File: src/rtl/seg7_pkg.sv
// Shared types and constants for the 7-segment scan driver: segment codes and width helper.
package seg7_pkg;

  localparam logic [6:0] SEG_OFF = 7'b1111111;

  // Active-low gfedcba codes, indexed by nibble value
  localparam logic [6:0] SEG_TABLE [16] = '{
    7'b1000000, 7'b1111001, 7'b0100100, 7'b0110000,
    7'b0011001, 7'b0010010, 7'b0000010, 7'b1011000,
    7'b0000000, 7'b0010000, 7'b0001000, 7'b0000011,
    7'b1000110, 7'b0100001, 7'b0000110, 7'b0001110
  };

  // Counter/index width that never collapses to zero bits
  function automatic int unsigned width_min1(input int unsigned n);
    return (n > 1) ? $clog2(n) : 1;
  endfunction

endpackage

File: src/rtl/seg7_scan_if.sv
// Host-side value/control inputs and board-side display outputs of the scan driver.
interface seg7_scan_if #(
  parameter int unsigned DIGITS = 4
);
  localparam int unsigned IDX_W = seg7_pkg::width_min1(DIGITS);

  logic [4*DIGITS-1:0] val;
  logic [DIGITS-1:0]   dp_in;
  logic [DIGITS-1:0]   blank_in;
  logic                lz;
  logic                load;
  logic [6:0]          seg;
  logic                dp;
  logic [DIGITS-1:0]   an;
  logic [IDX_W-1:0]    digit_idx;
  logic                frame_start;

  modport master (
    output val, dp_in, blank_in, lz, load,
    input  seg, dp, an, digit_idx, frame_start
  );

  modport slave (
    input  val, dp_in, blank_in, lz, load,
    output seg, dp, an, digit_idx, frame_start
  );

endinterface

File: src/rtl/seg7dec.sv
// Combinational hex-to-7-segment decoder, active-low gfedcba.
module seg7dec
  import seg7_pkg::*;
(
  input  logic [3:0] i_nib,
  output logic [6:0] o_seg_c
);

  assign o_seg_c = SEG_TABLE[i_nib];

endmodule

File: src/rtl/seg7_scan.sv
// Time-multiplexed common-anode 7-segment driver with frame-synchronous value update,
// leading-zero blanking and per-slot anti-ghosting dead time.
module seg7_scan
  import seg7_pkg::*;
#(
  parameter int unsigned DIGITS   = 4,
  parameter int unsigned SCAN_DIV = 50000,
  parameter int unsigned DEAD     = 16,
  parameter int unsigned LZ_EN    = 1
) (
  input  logic       clk,
  input  logic       rst,
  seg7_scan_if.slave bus
);

  localparam int unsigned IDX_W = width_min1(DIGITS);
  localparam int unsigned CNT_W = width_min1(SCAN_DIV);
  localparam int unsigned VAL_W = 4 * DIGITS;
  localparam logic        LZ_ON = (LZ_EN != 0);

  if (SCAN_DIV < 2) begin : g_chk_div
    $error("seg7_scan: SCAN_DIV must be at least 2");
  end
  if (DEAD >= SCAN_DIV) begin : g_chk_dead
    $error("seg7_scan: DEAD must be below SCAN_DIV");
  end
  if (DIGITS < 1) begin : g_chk_digits
    $error("seg7_scan: DIGITS must be at least 1");
  end

  logic [CNT_W-1:0]  r_cnt;
  logic [IDX_W-1:0]  r_idx;
  logic              r_wrapped;

  logic [VAL_W-1:0]  r_pend_val;
  logic [DIGITS-1:0] r_pend_dp;
  logic [DIGITS-1:0] r_pend_blank;
  logic              r_pend_lz;
  logic              r_pend;

  logic [VAL_W-1:0]  r_disp_val;
  logic [DIGITS-1:0] r_disp_dp;
  logic [DIGITS-1:0] r_disp_blank;
  logic              r_disp_lz;

  logic [6:0]        r_seg;
  logic              r_dp;
  logic [DIGITS-1:0] r_an;
  logic [IDX_W-1:0]  r_digit_idx;
  logic              r_frame_start;

  logic              w_slot_end;
  logic              w_frame_end;
  logic              w_dead;
  logic              w_run;
  logic [DIGITS-1:0] w_lz_mask;
  logic [3:0]        w_nib;
  logic              w_blank_sel;
  logic              w_dp_sel;
  logic              w_lz_sel;
  logic [DIGITS-1:0] w_an_nxt;
  logic [6:0]        w_dec_seg;
  logic [6:0]        w_seg_nxt;
  logic              w_dp_nxt;

  assign w_slot_end  = (r_cnt == CNT_W'(SCAN_DIV - 1));
  assign w_frame_end = w_slot_end && (r_idx == IDX_W'(DIGITS - 1));
  assign w_dead      = (r_cnt < CNT_W'(DEAD));

  // Slot counter and digit index; r_wrapped marks the first cycle of a new frame
  always_ff @(posedge clk) begin
    if (rst) begin
      r_cnt     <= '0;
      r_idx     <= '0;
      r_wrapped <= 1'b0;
    end else begin
      r_wrapped <= w_frame_end;
      if (w_slot_end) begin
        r_cnt <= '0;
        r_idx <= (r_idx == IDX_W'(DIGITS - 1)) ? '0 : r_idx + IDX_W'(1);
      end else begin
        r_cnt <= r_cnt + CNT_W'(1);
      end
    end
  end

  // Pending/display double buffer: display only changes on the frame boundary
  always_ff @(posedge clk) begin
    if (rst) begin
      r_pend_val   <= '0;
      r_pend_dp    <= '0;
      r_pend_blank <= '0;
      r_pend_lz    <= 1'b0;
      r_pend       <= 1'b0;
      r_disp_val   <= '0;
      r_disp_dp    <= '0;
      r_disp_blank <= '0;
      r_disp_lz    <= 1'b0;
    end else if (bus.load && w_frame_end) begin
      r_disp_val   <= bus.val;
      r_disp_dp    <= bus.dp_in;
      r_disp_blank <= bus.blank_in;
      r_disp_lz    <= bus.lz;
      r_pend       <= 1'b0;
    end else if (bus.load) begin
      r_pend_val   <= bus.val;
      r_pend_dp    <= bus.dp_in;
      r_pend_blank <= bus.blank_in;
      r_pend_lz    <= bus.lz;
      r_pend       <= 1'b1;
    end else if (w_frame_end && r_pend) begin
      r_disp_val   <= r_pend_val;
      r_disp_dp    <= r_pend_dp;
      r_disp_blank <= r_pend_blank;
      r_disp_lz    <= r_pend_lz;
      r_pend       <= 1'b0;
    end
  end

  // Leading-zero mask: walk from the most significant digit down while nibbles stay zero
  always_comb begin
    w_lz_mask = '0;
    w_run     = 1'b1;
    for (int i = int'(DIGITS) - 1; i >= 0; i--) begin
      w_run = w_run & (r_disp_val[4*i +: 4] == 4'd0);
      if (i != 0) begin
        w_lz_mask[i] = w_run & r_disp_lz & LZ_ON;
      end
    end
  end

  // Select the current digit's fields and the active anode
  always_comb begin
    w_nib       = '0;
    w_blank_sel = 1'b0;
    w_dp_sel    = 1'b0;
    w_lz_sel    = 1'b0;
    w_an_nxt    = '1;
    for (int i = 0; i < int'(DIGITS); i++) begin
      if (r_idx == IDX_W'(i)) begin
        w_nib       = r_disp_val[4*i +: 4];
        w_blank_sel = r_disp_blank[i];
        w_dp_sel    = r_disp_dp[i];
        w_lz_sel    = w_lz_mask[i];
        w_an_nxt[i] = w_dead;
      end
    end
  end

  seg7dec u_dec (
    .i_nib   (w_nib),
    .o_seg_c (w_dec_seg)
  );

  always_comb begin
    w_seg_nxt = (w_blank_sel || w_lz_sel) ? SEG_OFF : w_dec_seg;
    w_dp_nxt  = ~w_dp_sel;
  end

  // Output registers: everything visible on the pins lags cnt/idx by one clock
  always_ff @(posedge clk) begin
    if (rst) begin
      r_seg         <= SEG_OFF;
      r_dp          <= 1'b1;
      r_an          <= '1;
      r_digit_idx   <= '0;
      r_frame_start <= 1'b0;
    end else begin
      r_seg         <= w_seg_nxt;
      r_dp          <= w_dp_nxt;
      r_an          <= w_an_nxt;
      r_digit_idx   <= r_idx;
      r_frame_start <= r_wrapped;
    end
  end

  assign bus.seg         = r_seg;
  assign bus.dp          = r_dp;
  assign bus.an          = r_an;
  assign bus.digit_idx   = r_digit_idx;
  assign bus.frame_start = r_frame_start;

endmodule

File: src/flat_wrapper.sv
// flat-port wrapper written by rule: the top's interface ports become plain ports
module seg7_scan_flat import seg7_pkg::*;
#(
  parameter int unsigned DIGITS   = 4,
  parameter int unsigned SCAN_DIV = 50000,
  parameter int unsigned DEAD     = 16,
  parameter int unsigned LZ_EN    = 1
)
  (clk, rst, bus_val, bus_dp_in, bus_blank_in, bus_lz, bus_load, bus_seg, bus_dp, bus_an, bus_digit_idx, bus_frame_start);
  seg7_scan_if #(.DIGITS(DIGITS)) bus_i ();
  input  logic clk;
  input  logic rst;
  input wire logic [$bits(bus_i.val)-1:0] bus_val;
  input wire logic [$bits(bus_i.dp_in)-1:0] bus_dp_in;
  input wire logic [$bits(bus_i.blank_in)-1:0] bus_blank_in;
  input wire logic [$bits(bus_i.lz)-1:0] bus_lz;
  input wire logic [$bits(bus_i.load)-1:0] bus_load;
  output wire logic [$bits(bus_i.seg)-1:0] bus_seg;
  output wire logic [$bits(bus_i.dp)-1:0] bus_dp;
  output wire logic [$bits(bus_i.an)-1:0] bus_an;
  output wire logic [$bits(bus_i.digit_idx)-1:0] bus_digit_idx;
  output wire logic [$bits(bus_i.frame_start)-1:0] bus_frame_start;
  assign bus_i.val = bus_val;
  assign bus_i.dp_in = bus_dp_in;
  assign bus_i.blank_in = bus_blank_in;
  assign bus_i.lz = bus_lz;
  assign bus_i.load = bus_load;
  assign bus_seg = bus_i.seg;
  assign bus_dp = bus_i.dp;
  assign bus_an = bus_i.an;
  assign bus_digit_idx = bus_i.digit_idx;
  assign bus_frame_start = bus_i.frame_start;
  seg7_scan #(.DIGITS(DIGITS), .SCAN_DIV(SCAN_DIV), .DEAD(DEAD), .LZ_EN(LZ_EN)) u_core (.clk(clk), .rst(rst), .bus(bus_i));
endmodule
File: config.mk
export PLATFORM = sky130hd
export DESIGN_NAME = seg7_scan_flat
export DESIGN_NICKNAME = d
export VERILOG_FILES = /design/src/rtl/seg7_pkg.sv /design/src/rtl/seg7_scan_if.sv /design/src/rtl/seg7dec.sv /design/src/rtl/seg7_scan.sv /design/src/flat_wrapper.sv
export SDC_FILE = /design/constraint.sdc
export NUM_CORES = 1
export LEC_CHECK = 0
export CAP_MARGIN = 40
export CORE_MARGIN = 5
export CORE_UTILIZATION = 43
export CTS_CLUSTER_SIZE = 40
export DETAILED_ROUTE_END_ITERATION = 10
export GPL_TIMING_DRIVEN = 1
export MAX_ROUTING_LAYER = met4
export SLEW_MARGIN = 40
export SYNTH_ARGS = -nofsm -noshare
export SYNTH_HDL_FRONTEND = slang
export SYNTH_SLANG_ARGS = --single-unit
File: constraint.sdc
create_clock -name clk -period 4.92 [get_ports clk]
set_input_delay 0.738 -clock clk [delete_from_list [all_inputs] [get_ports clk]]
set_output_delay 0.738 -clock clk [all_outputs]
set_load 0.01 [all_outputs]
# Word-level counts from Yosys, hierarchy flattened
# Memories as Yosys holds them, arrays and structs flattened. A register that Yosys moved wholly into a read port is not among the register bits.
# Index checks and enable logic that the tools add are counted.
dict set report op_classes {
  n_addsub 2
  order_cmp 1
  eq_ne 5
  muxes 30
  bitwise 12
  n_reduce_logical 19
}
# op count
set ops {}
lappend ops {{$mux 16} 3}
lappend ops {{$mux 4} 10}
lappend ops {{$add 16x1->16 const B} 1}
lappend ops {{$eq 16x16->1 const B} 1}
lappend ops {{$lt 16x5->1 const B} 1}
lappend ops {{$mux 1} 16}
lappend ops {{$reduce_or 2->1} 7}
lappend ops {{$logic_not 4->1} 3}
lappend ops {{$not 1->1} 6}
lappend ops {{$and 1x1->1} 5}
lappend ops {{$not 4->5} 1}
lappend ops {{$eq 2x2->1 const B} 2}
lappend ops {{$reduce_and 2->1} 2}
lappend ops {{$reduce_bool 2->1} 2}
lappend ops {{$logic_and 1x1->1} 3}
lappend ops {{$add 2x1->2 const B} 1}
lappend ops {{$eq 2x1->1 const B} 1}
lappend ops {{$logic_not 2->1} 1}
lappend ops {{$mux 2} 1}
lappend ops {{$ne 2x1->1 const B} 1}
lappend ops {{$logic_or 1x1->1} 1}
dict set report word_totals {
  ff_bits 78
  mem_bits_ro 112
  out_inout_bits 15
  elab_cells 89
  n_memories 1
}
# memory words word_bits read_ports rd_ports_with_merged_regs wr line
set memory_table {}
lappend memory_table {{(name not given)} 16 7 1 1 0 seg7dec.sv:9} ;# assign o_seg_c = SEG_TABLE[i_nib];

# Depth between registers and ports, before layout
# Gate-level depths: netlist of run 1.
dict set report logic_depth {
  ltp_word 9
  ltp_mapped 12
}

# Cells and area by module
# Synthesis of run 1 repeated with hierarchy kept, for this count alone.
dict set report unflattened {
  hier_cells 531
  hier_area_um2 4413.0
}
# mod n_inst cells_per_inst area_each_um2
set by_module_without_submodules {}
lappend by_module_without_submodules {seg7_scan 1 498 4127.7}
lappend by_module_without_submodules {seg7dec 1 33 285.3}

# Worst setup path after synthesis of run 1
# Ideal clock, no wire load.
dict set report synth_path {
  path_kind {reg-to-reg}
  startpoint {reg u_core.r_idx[0]}
  endpoint {reg u_core.r_seg[3] (netlist: u_core.bus.seg[3])}
  arrival_time_ps 1969
  t_required_ps 4788
  path_slack_ps 2818
  path_stages_with_launch 13
  period_less_slack_ps 2102
  path_cell_list {dfxtp_1 -> inv_1 -> ha_1 -> clkbuf_1 -> a211oi_1 -> o21a_1 -> a221o_1 -> inv_1 -> ha_1 -> inv_1 -> nor2_1 -> a21oi_1 -> o211ai_1}
}
dict set report synth_between {
  elab_chain_len 7
  word_cells_on_any_way 18
  classes_between {3 x eq/ne; 11 x mux; 1 x bitwise; 3 x reduce/logical}
}
# element line
set synth_lines {}
lappend synth_lines {{from (decl)} seg7_scan.sv:32} ;# logic [IDX_W-1:0] r_idx;
lappend synth_lines {{from (signal assigned)} seg7_scan.sv:80} ;# r_idx <= (r_idx == IDX_W'(DIGITS - 1)) ? '0 : r_idx + IDX_W'(1);
lappend synth_lines {{$logic_not 2->1} seg7_scan.sv:140} ;# if (r_idx == IDX_W'(i)) begin
lappend synth_lines {{$mux 1 (4 in series)} seg7_scan.sv:140}
lappend synth_lines {{$logic_or 1x1->1} seg7_scan.sv:156} ;# w_seg_nxt = (w_blank_sel || w_lz_sel) ? SEG_OFF : w_dec_seg;
lappend synth_lines {{$reduce_or 2->1 (no source line)} -}
lappend synth_lines {{to (decl)} seg7_scan.sv:46} ;# logic [6:0] r_seg;
# Parallel ways exist; a longest one is shown, timed or not.
# A chain may end at the register's enable or synchronous reset.

# Worst setup path after layout of run 1
dict set report layout_path {
  startpoint {reg u_core.r_cnt[4]}
  endpoint {reg u_core.r_disp_blank[0]}
}
dict set report layout_between {
  elab_chain_len 5
  word_cells_on_any_way 8
  classes_between {2 x eq/ne; 1 x mux; 5 x reduce/logical}
}
# element line
set layout_lines {}
lappend layout_lines {{from (decl)} seg7_scan.sv:31} ;# logic [CNT_W-1:0] r_cnt;
lappend layout_lines {{from (signal assigned)} seg7_scan.sv:82} ;# r_cnt <= r_cnt + CNT_W'(1);
lappend layout_lines {{$eq 16x16->1 *} seg7_scan.sv:66} ;# assign w_slot_end = (r_cnt == CNT_W'(SCAN_DIV - 1));
lappend layout_lines {{$logic_and 1x1->1 *} seg7_scan.sv:67} ;# assign w_frame_end = w_slot_end && (r_idx == IDX_W'(DIGITS - 1));
lappend layout_lines {{$logic_and 1x1->1, on equally long branches} {seg7_scan.sv:99, seg7_scan.sv:111}}
lappend layout_lines {{$ne 2x1->1 (no source line) or $reduce_bool 2->1 (tied branches)} -}
lappend layout_lines {{$reduce_and 2->1 (no source line)} -}
lappend layout_lines {{to (signal assigned)} seg7_scan.sv:102} ;# r_disp_blank <= bus.blank_in;
lappend layout_lines {{to (signal assigned)} seg7_scan.sv:114} ;# r_disp_blank <= r_pend_blank;
lappend layout_lines {{to (decl)} seg7_scan.sv:43} ;# logic [DIGITS-1:0] r_disp_blank;
# Mark *: on every way between the ends. The rest lies on a longest branch, timed or not.

==> results of run 1 <==
==> worst paths after layout <==
kind,start,endpoint,cells after the start
min,u_core.r_wrapped,u_core.bus.frame_start,1
min reg2reg,u_core.r_wrapped,u_core.bus.frame_start,1
max,u_core.r_cnt[4],u_core.r_disp_blank[0],5
max reg2reg,u_core.r_cnt[4],u_core.r_disp_blank[0],5
==> metal layers <==
metal,wire (µm),global-route usage,up-vias
met3,322,0.0264,8
met5,0,-,-
met2,3660,0.253,53
met4,75,0.0508,0
met1,3990,0.231,1413
li1,-,-,1577
==> power by group <==
part	internal, mW	switching (mW)	leakage (nW)	total [mW]
Clock	0.243	0.225	0.0923	0.468
Sequential	0.704	0.00812	0.693	0.712
Combinational	0.0458	0.0502	0.812	0.0960
==> per-stage QoR <==
| stage | utilization | area, µm² | cells |
|---|---|---|---|
| 2_1_floorplan | - | 3700 | 432 |
| 3_3_place_gp | 0.496 | 4120 | 552 |
| 3_5_place_dp | 0.498 | 4130 | 552 |
| 4_1_cts | 0.520 | 4310 | 566 |
| 5_1_grt | 0.520 | 4320 | 566 |
| 6_report | 0.520 | 4320 | 566 |
==> area by class of cell <==
| class | instances | area [µm²] | area share |
|---|---|---|---|
| multi-input combinational | 309 | 1840 | 0.426 |
| sequential | 85 | 1700 | 0.394 |
| timing repair buffer | 43 | 425 | 0.0986 |
| clock buffer | 12 | 145 | 0.0336 |
| tap | 105 | 131 | 0.0304 |
| inverter | 10 | 37.5 | 0.00870 |
| clock inverter | 2 | 35.0 | 0.00812 |
==> registers in the layout, summed over array words and instances, names as in the netlist, 4 cells and up <==
signal / cells
u_core.bus.seg: 7
u_core.r_disp_val: 16
u_core.r_pend_val: 16
u_core.r_pend_dp: 4
u_core.r_pend_blank: 4
u_core.r_disp_blank: 4
u_core.bus.an: 4
u_core.r_cnt: 16
u_core.r_disp_dp: 4
==> synthesized netlist by cell type (all sizes together), types with 2 or more instances <==
library cell | instances | area, µm²
nor3b | 4 | 30.0
and4 | 3 | 26.3
and2 | 2 | 12.5
nor2b | 4 | 25.0
dfxtp | 85 | 1700
o221ai | 2 | 17.5
nor3 | 5 | 25.0
nand4 | 5 | 31.3
nor4 | 6 | 52.6
o211ai | 4 | 30.0
o21a | 26 | 195
o22ai | 24 | 150
buf | 9 | 66.3
ha | 11 | 138
inv | 10 | 37.5
nand3 | 7 | 35.0
or3 | 2 | 12.5
nand3b | 5 | 37.5
a211oi | 7 | 52.6
a211o | 2 | 17.5
a21o | 2 | 15.0
clkbuf | 19 | 71.3
mux2i | 5 | 50.1
or2 | 2 | 12.5
xnor2 | 7 | 61.3
a21oi | 56 | 280
xor2 | 6 | 52.6
nand2 | 66 | 248
nor2 | 34 | 128
o21ai | 2 | 10.0
a31oi | 2 | 12.5
==> cells by family after synthesis <==
| logic type | Yosys count | synth area share |
|---|---|---|
| AOI/OAI and AO/OA | 131 | 0.220 |
| buffers and inverters | 38 | 0.0473 |
| adders and majority gates | 11 | 0.0372 |
| muxes | 5 | 0.0135 |
| xor gates and xnor gates | 13 | 0.0308 |
| and+or+nand+nor | 149 | 0.191 |
| DFF | 85 | 0.460 |
==> flow_metrics.tcl, run 1 <==
set metrics [dict create \
    outcome "finished clean" \
    syn_avg_cell_area_um2 8.56 \
    clock_sinks 85 \
    place_congestion 0.885 \
    path_delay_family "simple AND/OR/NAND/NOR gates" \
    setup_viol_count_final 0 \
    fin_crit_sh 0.548 \
    cts_root_buffer "clkbuf_8" \
    fillCellCount 801 \
    worst_pin_slew_ns 0.798 \
    dieHeight_um 103 \
    slew_violations 0 \
    die-area_mm2 0.0106 \
    setup_ws_ns 2.22 \
    worst_setup_path_start_kind "flip-flop" \
    clkTransAtPathRegs_ns 0.08 \
    drc 0 \
    max_stage_delay_ns 0.57 \
    core_area_mm2 0.00830 \
    yosys_warnings 0 \
    synth_cell_types 43 \
    worstPathCellList "or4_4, nor4_4, and2_2, and2b_2, o21a_1" \
    rows 33 \
    drtAntennaViolNets 0 \
    syn_area_mm2 0.00370 \
    cts_hold_buf 0 \
    ioPinCount 43 \
    p_leak_nw 1.60 \
    worst-r2r-setup-slack_ns 2.22 \
    drt_iter0_markers 105 \
    synth_cells 432 \
    drt_first_pass_iters 5 \
    yosysSeqAreaShare 0.460 \
    clock_skew_ns 0.0115 \
    max_freq_mhz 371 \
    totalPowerFinal_mw 1.28 \
    syn2layout_area_growth_pct 16.7 \
    finalWirelength_um 8040 \
    synth_ff_type "dfxtp_1" \
    h-tree-depth 3 \
    numPortBuffers 42 \
    final_common_cell "dfxtp_1" \
    timing_worst_setup_path_type "flip-flop to flip-flop" \
    syn_nets 471 \
    grt_pass1_vias 2849 \
    synth_edf_count 0 \
    insertion_delay_ns 0.34 \
    n_antenna_cell 0 \
    worst-path-buf-inv 0 \
    grt_pass1_wl_um 13800 \
    pre_cts_ws_ns 1.98 \
    cts_tree "built" \
    fin_setup_tns_ns 0 \
    cts.path.max_buffers 2 \
    layout-drive-gt1-share 0.0521 \
    mostFrequentLayoutCells "dfxtp_1 (85), nand2_1 (65), a21oi_1 (55)" \
    yosys_register_bits 85 \
    synthArstFlopShare 0 \
    grt_max_degree 62 \
    period_needed_ns 2.70 \
    cap_violations 0 \
    start_util 0.446 \
    grt_usage 0.167 \
    cts-resized-gates 0 \
    critical_path_arrival_ns 2.98 \
    wl_per_cell_um 14.2 \
    fin_hold_ws_ns 0.455 \
    required_ns 5.20 \
    peakVddDrop_v 0.000138 \
    via_count 3051 \
    final_hold_viol_count 0 \
    relSlewSlack 0.468 \
    rsz0062_at_grt "no" \
    dp_hpwl_um 5460 \
    end_kind "flip-flop" \
    post_cts.repair.setup_buffers 0 \
    cpMaxStageDelayCell "or4_4" \
    numCtsBuffers 9 \
    vias_per_cell 5.39 \
    min_path_type "flip-flop to flip-flop" \
    die_w_um 103 \
    finalNetCount 497 \
    antenna_found_initial 0 \
    p_per_area_mw_per_mm2 296 \
    crit_fanout 27 \
    gr-total-overflow 0 \
]
Note: power is estimated with default switching activity, not from simulation.
==> inputs of run 2 (changes only) <==
PLACE_DENSITY = 0.66   (was not set)
clock period = 2.3 ns   (was 4.92 ns; I/O delays follow)
==> run 2 against run 1 <==
  * Non-clock buffer count rose by 15
  * Clock power rose to 2.6 times the previous value
  * Critical path depth rose by 4
  * Sequential power grew 110%
  * Design area up 4.3%
  * Combinational power grew 120%
  * Die area unchanged
  * Wire length is 0.12% lower
  * Flip-flop and latch count stayed put
  * Critical path type unchanged
  * Critical endpoint is now u_core.bus.seg[0]
  * Highest routed layer unchanged
==> flow_metrics.tcl, run 2 (same netlist as run 1, synthesis figures left out) <==
set metrics [dict create \
    dieHeight_um 103 \
    cts_hold_buf 0 \
    final_common_cell "dfxtp_1" \
    outcome "finished clean" \
    die-area_mm2 0.0106 \
    peakVddDrop_v 0.000318 \
    cap_violations 0 \
    start_util 0.446 \
    vias_per_cell 5.40 \
    fin_crit_sh 0.935 \
    final_hold_viol_count 0 \
    n_antenna_cell 0 \
    worst_pin_slew_ns 0.715 \
    placedCellCount 564 \
    min_path_type "flip-flop to flip-flop" \
    cts_tree "built" \
    crit_fanout 14 \
    timing_worst_setup_path_type "flip-flop to flip-flop" \
    h-tree-depth 3 \
    p_per_area_mw_per_mm2 661 \
    finalNetCount 512 \
    drt_first_pass_iters 4 \
    grt_pass1_wl_um 13900 \
    largestRegisters "u_core.r_cnt (16), u_core.r_disp_val (16), u_core.r_pend_val (16)" \
    place_congestion 0.830 \
    final_core_util 0.542 \
    die_w_um 103 \
    required_ns 2.53 \
    dp_hpwl_um 5710 \
    grt_max_degree 40 \
    finalWirelength_um 8030 \
    worst_setup_path_start_kind "flip-flop" \
    insertion_delay_ns 0.35 \
    drc 0 \
    clock_sinks 85 \
    final_cells 583 \
    max_freq_mhz 465 \
    grt_usage 0.169 \
    clock_skew_ns 0.0107 \
    slew_violations 0 \
    setup_viol_count_final 0 \
    gr-total-overflow 0 \
    core_area_mm2 0.00830 \
    drt_iter0_markers 189 \
    grt_pass1_vias 2976 \
    wl_per_cell_um 13.8 \
    fillCellCount 766 \
    via_count 3146 \
    ioPinCount 43 \
    mostFrequentLayoutCells "dfxtp_1 (84), nand2_1 (66), a21oi_1 (55)" \
    cts.path.max_buffers 2 \
    relSlewSlack 0.523 \
    numPortBuffers 42 \
    clkTransAtPathRegs_ns 0.08 \
    rows 33 \
    numCtsBuffers 9 \
    end_kind "flip-flop" \
    antenna_found_initial 0 \
    critical_path_arrival_ns 2.38 \
    cts_root_buffer "clkbuf_8" \
    period_needed_ns 2.15 \
    drtAntennaViolNets 0 \
    syn2layout_area_growth_pct 21.7 \
    layout-drive-gt1-share 0.0921 \
    p_leak_nw 1.70 \
]
==> run 2: cell types whose count changed in the layout (fill, tap and decap cells not counted), moves of 2 or more <==
cell,change
clkbuf_8,+3
ha_2,+3
ha_1,-3
buf_4,+13
clkbuf_1,-2
==> run 2: path summary, 6_finish.rpt <==
check | startpoint | to | slack [ns] | cells past startpoint
worst max register to register | u_core.r_idx[1] | u_core.bus.seg[0] | 0.15 | 9
worst max-delay path | u_core.r_idx[1] | u_core.bus.seg[0] | 0.15 | 9
worst min-delay path | u_core.r_wrapped | u_core.bus.frame_start | 0.45 | 1
worst min register to register | u_core.r_wrapped | u_core.bus.frame_start | 0.45 | 1
==> run 2: repair_timing <==
action	CTS	global route
hold endpoints to repair	0	0
pin swaps	0	1
endpoints found under the setup margin	1	23
resized for setup	1	5
setup buffers	0	3
cloned	0	0
==> run 2: critical path, cell delays in order, from the launching register on <==
cell and delay, ns:
dfxtp_1 0.38, inv_1 0.10, ha_1 0.27, buf_4 0.19
a211oi_1 0.24, a211oi_1 0.12, buf_4 0.19, or2_2 0.30
a21oi_1 0.16, o31ai_1 0.08
==> run 2: power by group <==
part | total, mW | switching, mW | leakage [nW] | internal (mW)
combinational | 0.211 | 0.108 | 0.883 | 0.103
sequential | 1.52 | 0.0181 | 0.693 | 1.51
clock | 1.24 | 0.513 | 0.126 | 0.729
==> run 2: cell type report <==
cell class | count | area (µm²) | area share
Tap cell | 105 | 131 | 0.0292
Inverter | 10 | 37.5 | 0.00834
Clock inverter | 3 | 65.1 | 0.0145
Multi-Input combinational cell | 309 | 1850 | 0.410
Timing Repair Buffer | 58 | 539 | 0.120
Clock buffer | 13 | 179 | 0.0397
Sequential cell | 85 | 1700 | 0.378
==> run 2: layer usage <==
layer / global-route usage / share of wire / vias to the layer above
met5: - / 0 / -
met4: 0.0707 / 0.020 / 0
met3: 0.0257 / 0.031 / 15
met2: 0.259 / 0.45 / 48
met1: 0.222 / 0.50 / 1479
li1: - / - / 1604
==> run 2: per-stage QoR <==
stage | worst slack (ns) | cell area (µm²) | TNS, ns | hold WS, ns | power [mW]
global placement | 0.0811 | 4210 | 0 | 0.436 | 1.77
finish | 0.149 | 4500 | 0 | 0.452 | 2.98
detailed placement | 0.0247 | 4220 | 0 | 0.447 | 1.77
CTS | 0.0665 | 4460 | 0 | 0.459 | 3.00
floorplan | 0.198 | 3700 | 0 | 0.414 | 1.67
global route | -0.00213 | 4500 | -0.00270 | 0.475 | 3.09
==> inputs of run 3 (changes only) <==
PLACE_DENSITY = not set   (was 0.66)
PLACE_DENSITY_LB_ADDON = 0.05   (was not set)
SKIP_CTS_REPAIR_TIMING = 1   (was not set)
==> run 3 against run 2 <==
  * First-iteration DRC count shrank 35%
  * Clock power down 9%
  * Clock-buffer cell count decreased by 2
  * Total power decreased by 3.5%
  * Cell count is the same
  * Die area unchanged
  * Global-route usage is 0.48 points higher
  * Worst setup slack improved by 0.0084 ns
  * Non-clock buffer count up 1
  * Utilization down 0.20 points
  * Flip-flop and latch count did not move
  * Design area decreased by 0.36%
  * Largest cell class unchanged
  * Highest routed layer unchanged
==> flow_metrics.tcl, run 3 (same netlist as run 1, synthesis figures left out) <==
set metrics [dict create \
    die_w_um 103 \
    rows 33 \
    min_path_type "flip-flop to flip-flop" \
    numCtsBuffers 9 \
    timing_worst_setup_path_type "flip-flop to flip-flop" \
    final_hold_viol_count 0 \
    fin_hold_ws_ns 0.436 \
    rsz0062_at_grt "no" \
    cts.path.max_buffers 2 \
    syn2layout_area_growth_pct 21.2 \
    drt_first_pass_iters 4 \
    max_freq_mhz 467 \
    worstPathCellList "inv_1, ha_2, buf_4, a211oi_1, a211oi_1, buf_4, or2_2, a21oi_1, o31ai_1" \
    slew_violations 0 \
    required_ns 2.52 \
    finalNetCount 513 \
    place_congestion 0.766 \
    place_area_mm2 0.00424 \
    p_per_area_mw_per_mm2 640 \
    cap_violations 0 \
    peakVddDrop_v 0.000315 \
    finalWirelength_um 8310 \
    outcome "finished clean" \
    largestRegisters "u_core.r_cnt (16), u_core.r_disp_val (16), u_core.r_pend_val (16)" \
    path_delay_family "compound AO/OA/AOI/OAI gates" \
    vias_per_cell 5.32 \
    worst_setup_path_start_kind "flip-flop" \
    critical_path_arrival_ns 2.36 \
    end_kind "flip-flop" \
    grt_pass1_vias 3023 \
    fin_setup_tns_ns 0 \
    clock_skew_ns 0.0109 \
    fin_crit_sh 0.932 \
    h-tree-depth 3 \
    worst-path-buf-inv 3 \
    layout-drive-gt1-share 0.0900 \
    clkTransAtPathRegs_ns 0.08 \
    n_antenna_cell 0 \
    ioPinCount 43 \
    setup_viol_count_final 0 \
    grt_pass1_wl_um 14100 \
    max_stage_delay_ns 0.41 \
    gr-total-overflow 0 \
    dp_hpwl_um 5680 \
    relSlewSlack 0.490 \
    dieHeight_um 103 \
    final_cells 583 \
    fin_area_mm2 0.00449 \
    drt_iter0_markers 122 \
    drtAntennaViolNets 0 \
    mostFrequentLayoutCells "dfxtp_1 (85), nand2_1 (66), a21oi_1 (55)" \
    cts_root_buffer "clkbuf_8" \
    insertion_delay_ns 0.35 \
    wl_per_cell_um 14.3 \
    via_count 3104 \
    worst_pin_slew_ns 0.763 \
    clock_sinks 85 \
    cpMaxStageDelayCell "dfxtp_1" \
    die-area_mm2 0.0106 \
    final_common_cell "dfxtp_1" \
    crit_fanout 14 \
    grt_usage 0.173 \
    cts_tree "built" \
    p_leak_nw 1.69 \
    start_util 0.446 \
    period_needed_ns 2.14 \
    numPortBuffers 42 \
    drc 0 \
    antenna_found_initial 0 \
    grt_max_degree 29 \
    core_area_mm2 0.00830 \
    placedCellCount 565 \
]
==> run 3: cell types whose count changed in the layout (fill, tap and decap cells not counted), sizes merged <==
cell,delta
clkbuf,-2
buf,+1
clkinvlp,+1
==> run 3: final cells by class <==
type	count	area (µm²)
Fill cell	817	3810
Sequential cell	85	1700
Tap cell	105	131
Clock inverter	4	72.6
Timing Repair Buffer	59	556
Inverter	10	37.5
Clock buffer	11	141
Multi-Input combinational cell	309	1850
==> run 3: per-stage QoR <==
step                      utilization  power (mW)  worst slack, ns
after detailed placement        0.511        1.77           0.0608
after global routing            0.540        3.00          0.00325
after CTS                       0.536        2.92           0.0411
final                           0.540        2.87            0.157
after global placement          0.510        1.77           0.0766
after floorplan                     -        1.67            0.198
==> run 3: report_power, final <==
group	leakage [nW]	internal [mW]	switching [mW]
registers	0.693	1.51	0.0176
logic	0.892	0.105	0.110
clock network	0.105	0.634	0.500
total	1.69	2.24	0.628
==> run 3: metal layers <==
metal / share of wire / global-route usage / vias to the layer above
met5: 0 / - / -
met4: 0.0057 / 0.0618 / 0
met3: 0.037 / 0.0399 / 4
met2: 0.48 / 0.283 / 47
met1: 0.48 / 0.211 / 1451
li1: - / - / 1602
==> run 3: final timing paths <==
path                                        from                     end  slack, ns  cells after the start
worst max-delay path             u_core.r_idx[0]       u_core.bus.seg[0]       0.16                      9
worst min-delay path            u_core.r_wrapped  u_core.bus.frame_start       0.44                      1
worst max register to register   u_core.r_idx[0]       u_core.bus.seg[0]       0.16                      9
worst min register to register  u_core.r_wrapped  u_core.bus.frame_start       0.44                      1
